**config.mk**
```make
export PLATFORM = sky130hd
export DESIGN_NAME = invsqrt_newton_iter
export DESIGN_NICKNAME = d
export VERILOG_FILES = /design/src/rtl/invsqrt_pkg.sv /design/src/rtl/invsqrt_newton_iter_fp_mul31.sv /design/src/rtl/invsqrt_newton_iter.sv
export SDC_FILE = /design/constraint.sdc
export NUM_CORES = 2
export LEC_CHECK = 0
export BUFFER_PORTS_ARGS = -buffer_cell sky130_fd_sc_hd__buf_2
export CORE_MARGIN = 10
export CORE_UTILIZATION = 70
export DETAILED_ROUTE_END_ITERATION = 10
export PLACE_DENSITY_LB_ADDON = 0.12
export SYNTH_ARGS = -nofsm -noshare
export SYNTH_HDL_FRONTEND = slang
export SYNTH_SLANG_ARGS = --single-unit
```
**constraint.sdc**
```tcl
create_clock -name clk -period 31.7 [get_ports clk]
set_input_delay 0 -clock clk [delete_from_list [all_inputs] [get_ports clk]]
set_output_delay 0 -clock clk [all_outputs]
set_load 0.02 [all_outputs]
```
**src/rtl/invsqrt_pkg.sv**
```systemverilog
// Shared types and constants for the inverse-square-root Newton stage.
//
// Build option: define INVSQRT_ROUND_EN to make the multiplier and the
// 1.5 - p renormalisation round to nearest-even. Without it both paths
// truncate. Latency is the same either way.
//
// Float format (fp31_t): [30:23] biased exponent (bias 127), [22:0]
// mantissa with an implicit leading one. There is no sign bit.
package invsqrt_pkg;

  localparam int          EXP_BIAS       = 127;
  localparam logic [25:0] THREE_HALVES_Q = 26'h1800000;  // 1.5 in Q2.24
  localparam logic [30:0] FP_INF31       = 31'h7F800000;
  localparam logic [30:0] FP_ONE31       = 31'h3F800000;

`ifdef INVSQRT_ROUND_EN
  localparam bit ROUND_EN = 1'b1;
`else
  localparam bit ROUND_EN = 1'b0;
`endif

  typedef logic [30:0] fp31_t;

  typedef enum logic [2:0] {
    S_IDLE,
    S_SQ,
    S_MX,
    S_SUB,
    S_MY,
    S_DONE
  } state_t;

endpackage

```
**src/rtl/invsqrt_newton_iter_fp_mul31.sv**
```systemverilog
// fp_mul31: combinational multiplier for sign-less 31-bit floats.
//
// Ports:
//   a, b  : operands (fp31_t)
//   p     : product (fp31_t); 0 on underflow or zero operand, FP_INF31 on
//           overflow
//   err   : high when the product is not a normal in-range float
//
// Rounding follows INVSQRT_ROUND_EN (see invsqrt_pkg); it is truncation
// when that macro is not defined.
module fp_mul31
  import invsqrt_pkg::*;
(
  input  fp31_t a,
  input  fp31_t b,
  output fp31_t p,
  output logic  err
);

  // Returns {carry, frac}. The carry means the mantissa rolled over to 2.0
  // and the exponent has to move up by one.
  function automatic logic [23:0] round_frac(input logic [22:0] frac,
                                             input logic        guard,
                                             input logic        sticky);
    logic inc;
    inc = ROUND_EN & guard & (sticky | frac[0]);
    return {1'b0, frac} + {23'b0, inc};
  endfunction

  logic [23:0]        ma;
  logic [23:0]        mb;
  logic [47:0]        prod;
  logic               norm;
  logic [22:0]        frac_t;
  logic               guard;
  logic               sticky;
  logic [23:0]        rnd;
  logic signed [10:0] exp_s;
  logic               zero_op;

  assign ma      = {1'b1, a[22:0]};
  assign mb      = {1'b1, b[22:0]};
  assign prod    = {24'b0, ma} * {24'b0, mb};
  // The product of two [1,2) mantissas lies in [1,4): at most one shift.
  assign norm    = prod[47];
  assign frac_t  = norm ? prod[46:24] : prod[45:23];
  assign guard   = norm ? prod[23] : prod[22];
  assign sticky  = norm ? (|prod[22:0]) : (|prod[21:0]);
  assign rnd     = round_frac(frac_t, guard, sticky);
  assign zero_op = (a[30:23] == 8'd0) || (b[30:23] == 8'd0);

  assign exp_s = $signed({3'b000, a[30:23]}) + $signed({3'b000, b[30:23]})
               + $signed({10'b0, norm}) + $signed({10'b0, rnd[23]})
               - 11'sd127;

  always_comb begin
    p   = {exp_s[7:0], rnd[22:0]};
    err = 1'b0;
    if (zero_op || (exp_s < 11'sd1)) begin
      p   = '0;
      err = 1'b1;
    end else if (exp_s > 11'sd254) begin
      p   = FP_INF31;
      err = 1'b1;
    end
  end

endmodule

```
**src/rtl/invsqrt_newton_iter.sv**
```systemverilog
// invsqrt_newton_iter: Newton-Raphson refinement y <- y*(1.5 - x2*y^2)
// for the inverse-square-root datapath, repeated ITER times (1..3) with a
// single shared fp_mul31.
//
// Ports:
//   clk, rst  : clock, synchronous active-high reset
//   valid     : one-cycle sample strobe; x2, y, error_in qualify with it
//   x2        : half the input number (fp31_t)
//   y         : initial guess y0 (fp31_t)
//   error_in  : upstream error for this sample
//   y_out     : refined y, forced to 0 on error; held until the next result
//   ready     : one-cycle pulse marking y_out / error_out as new
//   error_out : sample error (upstream or raised here)
//   busy      : a sample is in flight (including the result cycle)
//   overrun   : valid arrived while busy; that sample is dropped
//
// Build option: INVSQRT_ROUND_EN selects round-to-nearest-even in the
// multiplier and in the 1.5 - p renormalisation; default is truncation.
module invsqrt_newton_iter
  import invsqrt_pkg::*;
#(
  parameter int ITER = 1
) (
  input  logic  clk,
  input  logic  rst,
  input  logic  valid,
  input  fp31_t x2,
  input  fp31_t y,
  input  logic  error_in,
  output fp31_t y_out,
  output logic  ready,
  output logic  error_out,
  output logic  busy,
  output logic  overrun
);

  localparam logic [1:0] LAST = 2'(ITER - 1);

  // Returns {carry, frac}; see fp_mul31 for the same scheme.
  function automatic logic [23:0] round_frac(input logic [22:0] frac,
                                             input logic        guard,
                                             input logic        sticky);
    logic inc;
    inc = ROUND_EN & guard & (sticky | frac[0]);
    return {1'b0, frac} + {23'b0, inc};
  endfunction

  state_t     state;
  state_t     state_nx;
  logic [1:0] cnt;
  logic       err;
  fp31_t      xr;
  fp31_t      yr;
  fp31_t      p;
  fp31_t      t;

  fp31_t      mul_a;
  fp31_t      mul_b;
  fp31_t      mul_p;
  logic       mul_err;

  fp31_t      t_nx;
  logic       t_err;
  logic [24:0] p_q;
  logic [24:0] t_q;
  logic [23:0] t_rnd;

  // Shared multiplier, operands selected by the current step
  always_comb begin
    mul_a = yr;
    mul_b = t;
    case (state)
      S_SQ: begin
        mul_a = yr;
        mul_b = yr;
      end
      S_MX: begin
        mul_a = xr;
        mul_b = p;
      end
      default: begin
        mul_a = yr;
        mul_b = t;
      end
    endcase
  end

  fp_mul31 u_mul (
    .a   (mul_a),
    .b   (mul_b),
    .p   (mul_p),
    .err (mul_err)
  );

  // t = 1.5 - p in Q2.24. p is expected in [0.25, 1), so only exponents
  // 126 (mantissa as-is) and 125 (shifted right once) are converted; the
  // difference then lies in (0.5, 1.25] with its leading one at bit 24 or 23.
  always_comb begin
    p_q   = (p[30:23] == 8'd126) ? {1'b0, 1'b1, p[22:0]}
                                 : {2'b0, 1'b1, p[22:1]};
    t_q   = 25'(THREE_HALVES_Q - {1'b0, p_q});
    t_rnd = t_q[24] ? round_frac(t_q[23:1], t_q[0], 1'b0)
                    : round_frac(t_q[22:0], 1'b0, 1'b0);
    t_nx  = {(t_q[24] ? 8'd127 : 8'd126) + {7'b0, t_rnd[23]}, t_rnd[22:0]};
    t_err = 1'b0;
    if ((p[30:23] != 8'd125) && (p[30:23] != 8'd126)) begin
      t_nx  = FP_ONE31;
      t_err = 1'b1;
    end
  end

  // FSM state register
  always_ff @(posedge clk) begin
    if (rst) state <= S_IDLE;
    else     state <= state_nx;
  end

  // FSM next state
  always_comb begin
    state_nx = state;
    case (state)
      S_IDLE:  state_nx = valid ? S_SQ : S_IDLE;
      S_SQ:    state_nx = S_MX;
      S_MX:    state_nx = S_SUB;
      S_SUB:   state_nx = S_MY;
      S_MY:    state_nx = (cnt == LAST) ? S_DONE : S_SQ;
      S_DONE:  state_nx = S_IDLE;
      default: state_nx = S_IDLE;
    endcase
  end

  // FSM outputs
  always_comb begin
    ready   = (state == S_DONE);
    busy    = (state != S_IDLE);
    overrun = valid & busy & ~rst;
  end

  // Control: iteration counter, sticky error, registered results
  always_ff @(posedge clk) begin
    if (rst) begin
      cnt       <= '0;
      err       <= 1'b0;
      y_out     <= '0;
      error_out <= 1'b0;
    end else begin
      case (state)
        S_IDLE: begin
          if (valid) begin
            cnt <= '0;
            err <= error_in;
          end
        end
        S_SQ, S_MX: err <= err | mul_err;
        S_SUB:      err <= err | t_err;
        S_MY: begin
          err <= err | mul_err;
          if (cnt == LAST) begin
            y_out     <= (err | mul_err) ? '0 : mul_p;
            error_out <= err | mul_err;
          end else begin
            cnt <= cnt + 2'd1;
          end
        end
        default: ;
      endcase
    end
  end

  // Datapath registers, loaded per step
  always_ff @(posedge clk) begin
    case (state)
      S_IDLE: begin
        if (valid) begin
          xr <= x2;
          yr <= y;
        end
      end
      S_SQ, S_MX: p <= mul_p;
      S_SUB:      t <= t_nx;
      S_MY:       yr <= mul_p;
      default: ;
    endcase
  end

endmodule

```
==> flow_metrics.py <==
metrics = {
    "worst_setup_path": {
        "slowest_delay_ns": 0.87,
        "endpoint_kind": "register",
        "arrival_ns": 14.08,
        "r2r-start": "state[2]",
        "critPathSlowestCell": "clkinv_1",
        "crit_type": "register to register",
        "crit_start": "state[2]",
        "cp.required_ns": 32.04,
        "startpoint_type": "register",
        "critPathMaxFanout": 27,
        "cpMostUsedCell": "inv_1",
    },
    "timing": {
        "rsz0062_at_grt": "no",
        "timing.final.crit_share_pct": 43.4,
        "relSlewSlack_pct": 2.59,
        "tightest_slew_ns": 1.44,
        "fin_skew_ns": 0.00948,
        "timing.fmax_mhz": 72.8,
        "timing.setup.tns_ns": 0,
        "maxSlewViolCount": 0,
        "min_period_ns": 13.74,
        "setup_viol": 0,
        "hold_viol_final": 0,
    },
    "detailed_routing": {
        "drt_iter0_drc": 2897,
        "drt_pre_antenna_iters": 6,
        "finalWirelength_um": 86200,
        "vias": 22900,
        "postRouteAntennaNets": 0,
        "drt-vias-per-instance": 6.31,
        "routedWlPerCell_um": 23.8,
        "post-route-drc-count": 0,
    },
    "final_layout": {
        "n_fill_cell": 2722,
        "multi_input_area_mm2": 0.0198,
        "seqCellArea_mm2": 0.00427,
        "syn2layout_area_growth_pct": 7.84,
        "finalNetCount": 3828,
        "drive_gt1_share_pct": 8.19,
    },
    "synth": {
        "yosysTopAreaCell": "fa_1",
        "synthArstFlopShare_pct": 0,
        "synth_edf_count": 117,
        "synth_cells": 3020,
        "syn_area_mm2": 0.0270,
        "synth-seq-area-share_pct": 15.8,
        "ys_dominant_reg_cell": "edfxtp_1",
        "yosysTopAreaCellShare_pct": 35.7,
        "yosysMostFrequentCell": "inv_1",
        "synth_cell_types": 105,
        "synth_common_cells": "inv_1, fa_1, nand2_1",
        "syn-num-nets": 3749,
        "syn_area_per_cell_um2": 8.94,
        "ys_ff_latch": 155,
        "synth_warnings": 0,
        "yosys-top-cells-area": "fa_1, edfxtp_1, ha_1",
    },
    "floorplanning": {
        "row_count": 71,
        "ios": 101,
        "die_w_um": 216,
        "die_area_mm2": 0.0468,
        "start_util_pct": 71.3,
        "die_h_um": 216,
        "core_mm2": 0.0378,
    },
    "placement": {
        "numPortBuffers": 100,
        "dp_hpwl_um": 67500,
        "place.gp.congestion": 1.05,
    },
    "job": {
        "cap_viol_max_count": 0,
    },
    "clock_network": {
        "postCtsResizedCells": 0,
        "cts-buffers-inserted": 17,
        "clock_path_buffers": 2,
        "clock-sinks": 155,
        "post_cts_buffers": 0,
        "htree_levels": 4,
        "clk_latency_ns": 0.43,
        "path_clk_slew_ns": 0.07,
        "cts_tree": "done",
        "ctsRootBufferMaster": "clkbuf_16",
    },
    "grt": {
        "overflow": 0,
        "track_usage_pct": 37.2,
        "antenna_found_initial": 4,
        "grt_pass1_vias": 23700,
        "grt_max_degree": 55,
        "grt_pass1_wl_um": 134000,
    },
    "min_path": {
        "hold_path.class": "input pin to register",
        "hp-start": "valid",
    },
    "outcome": {
        "status": "finished clean",
    },
}
==> per-stage QoR <==
stage	setup slack (ns)	util (%)	cells	cell area [um^2]	hold slack (ns)
finish	17.96	76.9	3626	29100	0.0455
global route	17.37	76.9	3625	29100	0.0629
CTS	18.37	76.9	3623	29100	0.0183
detailed placement	18.50	73.7	3528	27900	0.178
global placement	18.90	73.7	3528	27900	0.176
floorplan	20.86	-	3020	27000	0.0989
==> worst paths after layout <==
check                                 end  slack (ns)  depth (start not counted)
worst max-delay path            y_out[14]       17.96                         43
worst min-delay path                  err        0.05                          3
worst max register to register  y_out[14]       17.96                         43
worst min register to register   y_out[3]        0.46                          2
==> kinds of logic (layout without fill, tap and decap cells) <==
logic type	count (synthesis)	in the layout	share of synthesized area, %
xor gates and xnor gates	44	44	1.51
DFF	155	155	15.8
and+or+nand+nor	956	956	15.5
buffers and inverters	758	850	10.8
muxes	66	66	2.58
other	0	3	0
AOI/OAI and AO/OA	378	378	9.66
adders and majority gates	663	663	44.1
==> cell type report <==
cell class              count  area share (%)
diodes                      3          0.0258
well taps                 511            2.20
clock buffers              18            1.55
repair buffers            210            5.10
clock inverters            14           0.438
multi-input cells        2107            68.2
flip-flops and latches    155            14.7
inverters                 608            7.84
==> routing by layer <==
| metal | track usage (%) | part of all wire [%] | up-vias |
|---|---|---|---|
| li1 | - | - | 9664 |
| met1 | 48.1 | 36 | 11100 |
| met2 | 57.4 | 45 | 1705 |
| met3 | 9.44 | 13 | 373 |
| met4 | 18.6 | 6.0 | 0 |
| met5 | 0 | 0 | - |
==> flip-flops by register name, summed over array words and instances, names as in the netlist <==
register	cells
xr	31
cnt	2
err	1
error_out	1
y_out	31
yr	31
state	3
t	24
p	31
==> cell usage in the layout, fill, tap and decap left out, types with 9 or more instances in the layout <==
cell type      Yosys  final
clkbuf_16          0     18
mux2i_1           37     36
nor2b_1           11     11
clkinv_1          12     12
nor3_1            28     28
nand3_1           26     26
or3_1             16     16
ha_1             181    181
dfxtp_1           38     38
nand4_1           13     13
o21bai_1          13     13
xor2_1            12     12
buf_4              3     47
o21ai_0           74     74
xnor2_1           29     28
a21o_1            29     29
a21oi_1           75     75
and2_1            28     27
o22ai_1           13     13
o21ai_1           19     19
o211ai_1          10     10
a22oi_1           12     12
a22o_1            10     10
inv_1            592    592
nand2_1          421    421
buf_2              9    100
nor2_1           327    326
nand2b_1          19     19
a31oi_1           13     13
o31ai_1           14     14
edfxtp_1         117    117
a221oi_1          13      9
dlygate4sd3_1      0     63
mux2_2            28     28
fa_1             482    482
and3_1            10     10
==> critical path, delay by kind of cell, from the launching register on <==
family                     cells  cell delay [ns]
AOI/OAI and AO/OA              7             2.20
xor gates and xnor gates       1             0.12
adders and majority gates     10             4.39
buffers and inverters         12             2.45
DFF                            1             0.80
and+or+nand+nor               13             3.63
==> timing repair <==
| item | in CTS | in global routing |
|---|---|---|
| hold buffers | 63 | 0 |
| setup endpoints to repair | 0 | 0 |
| endpoints found under the hold margin | 68 | 0 |
Power is left out: the tool's default activity adds up to more than one toggle a clock period on the data nets, which glitch-free logic cannot reach.
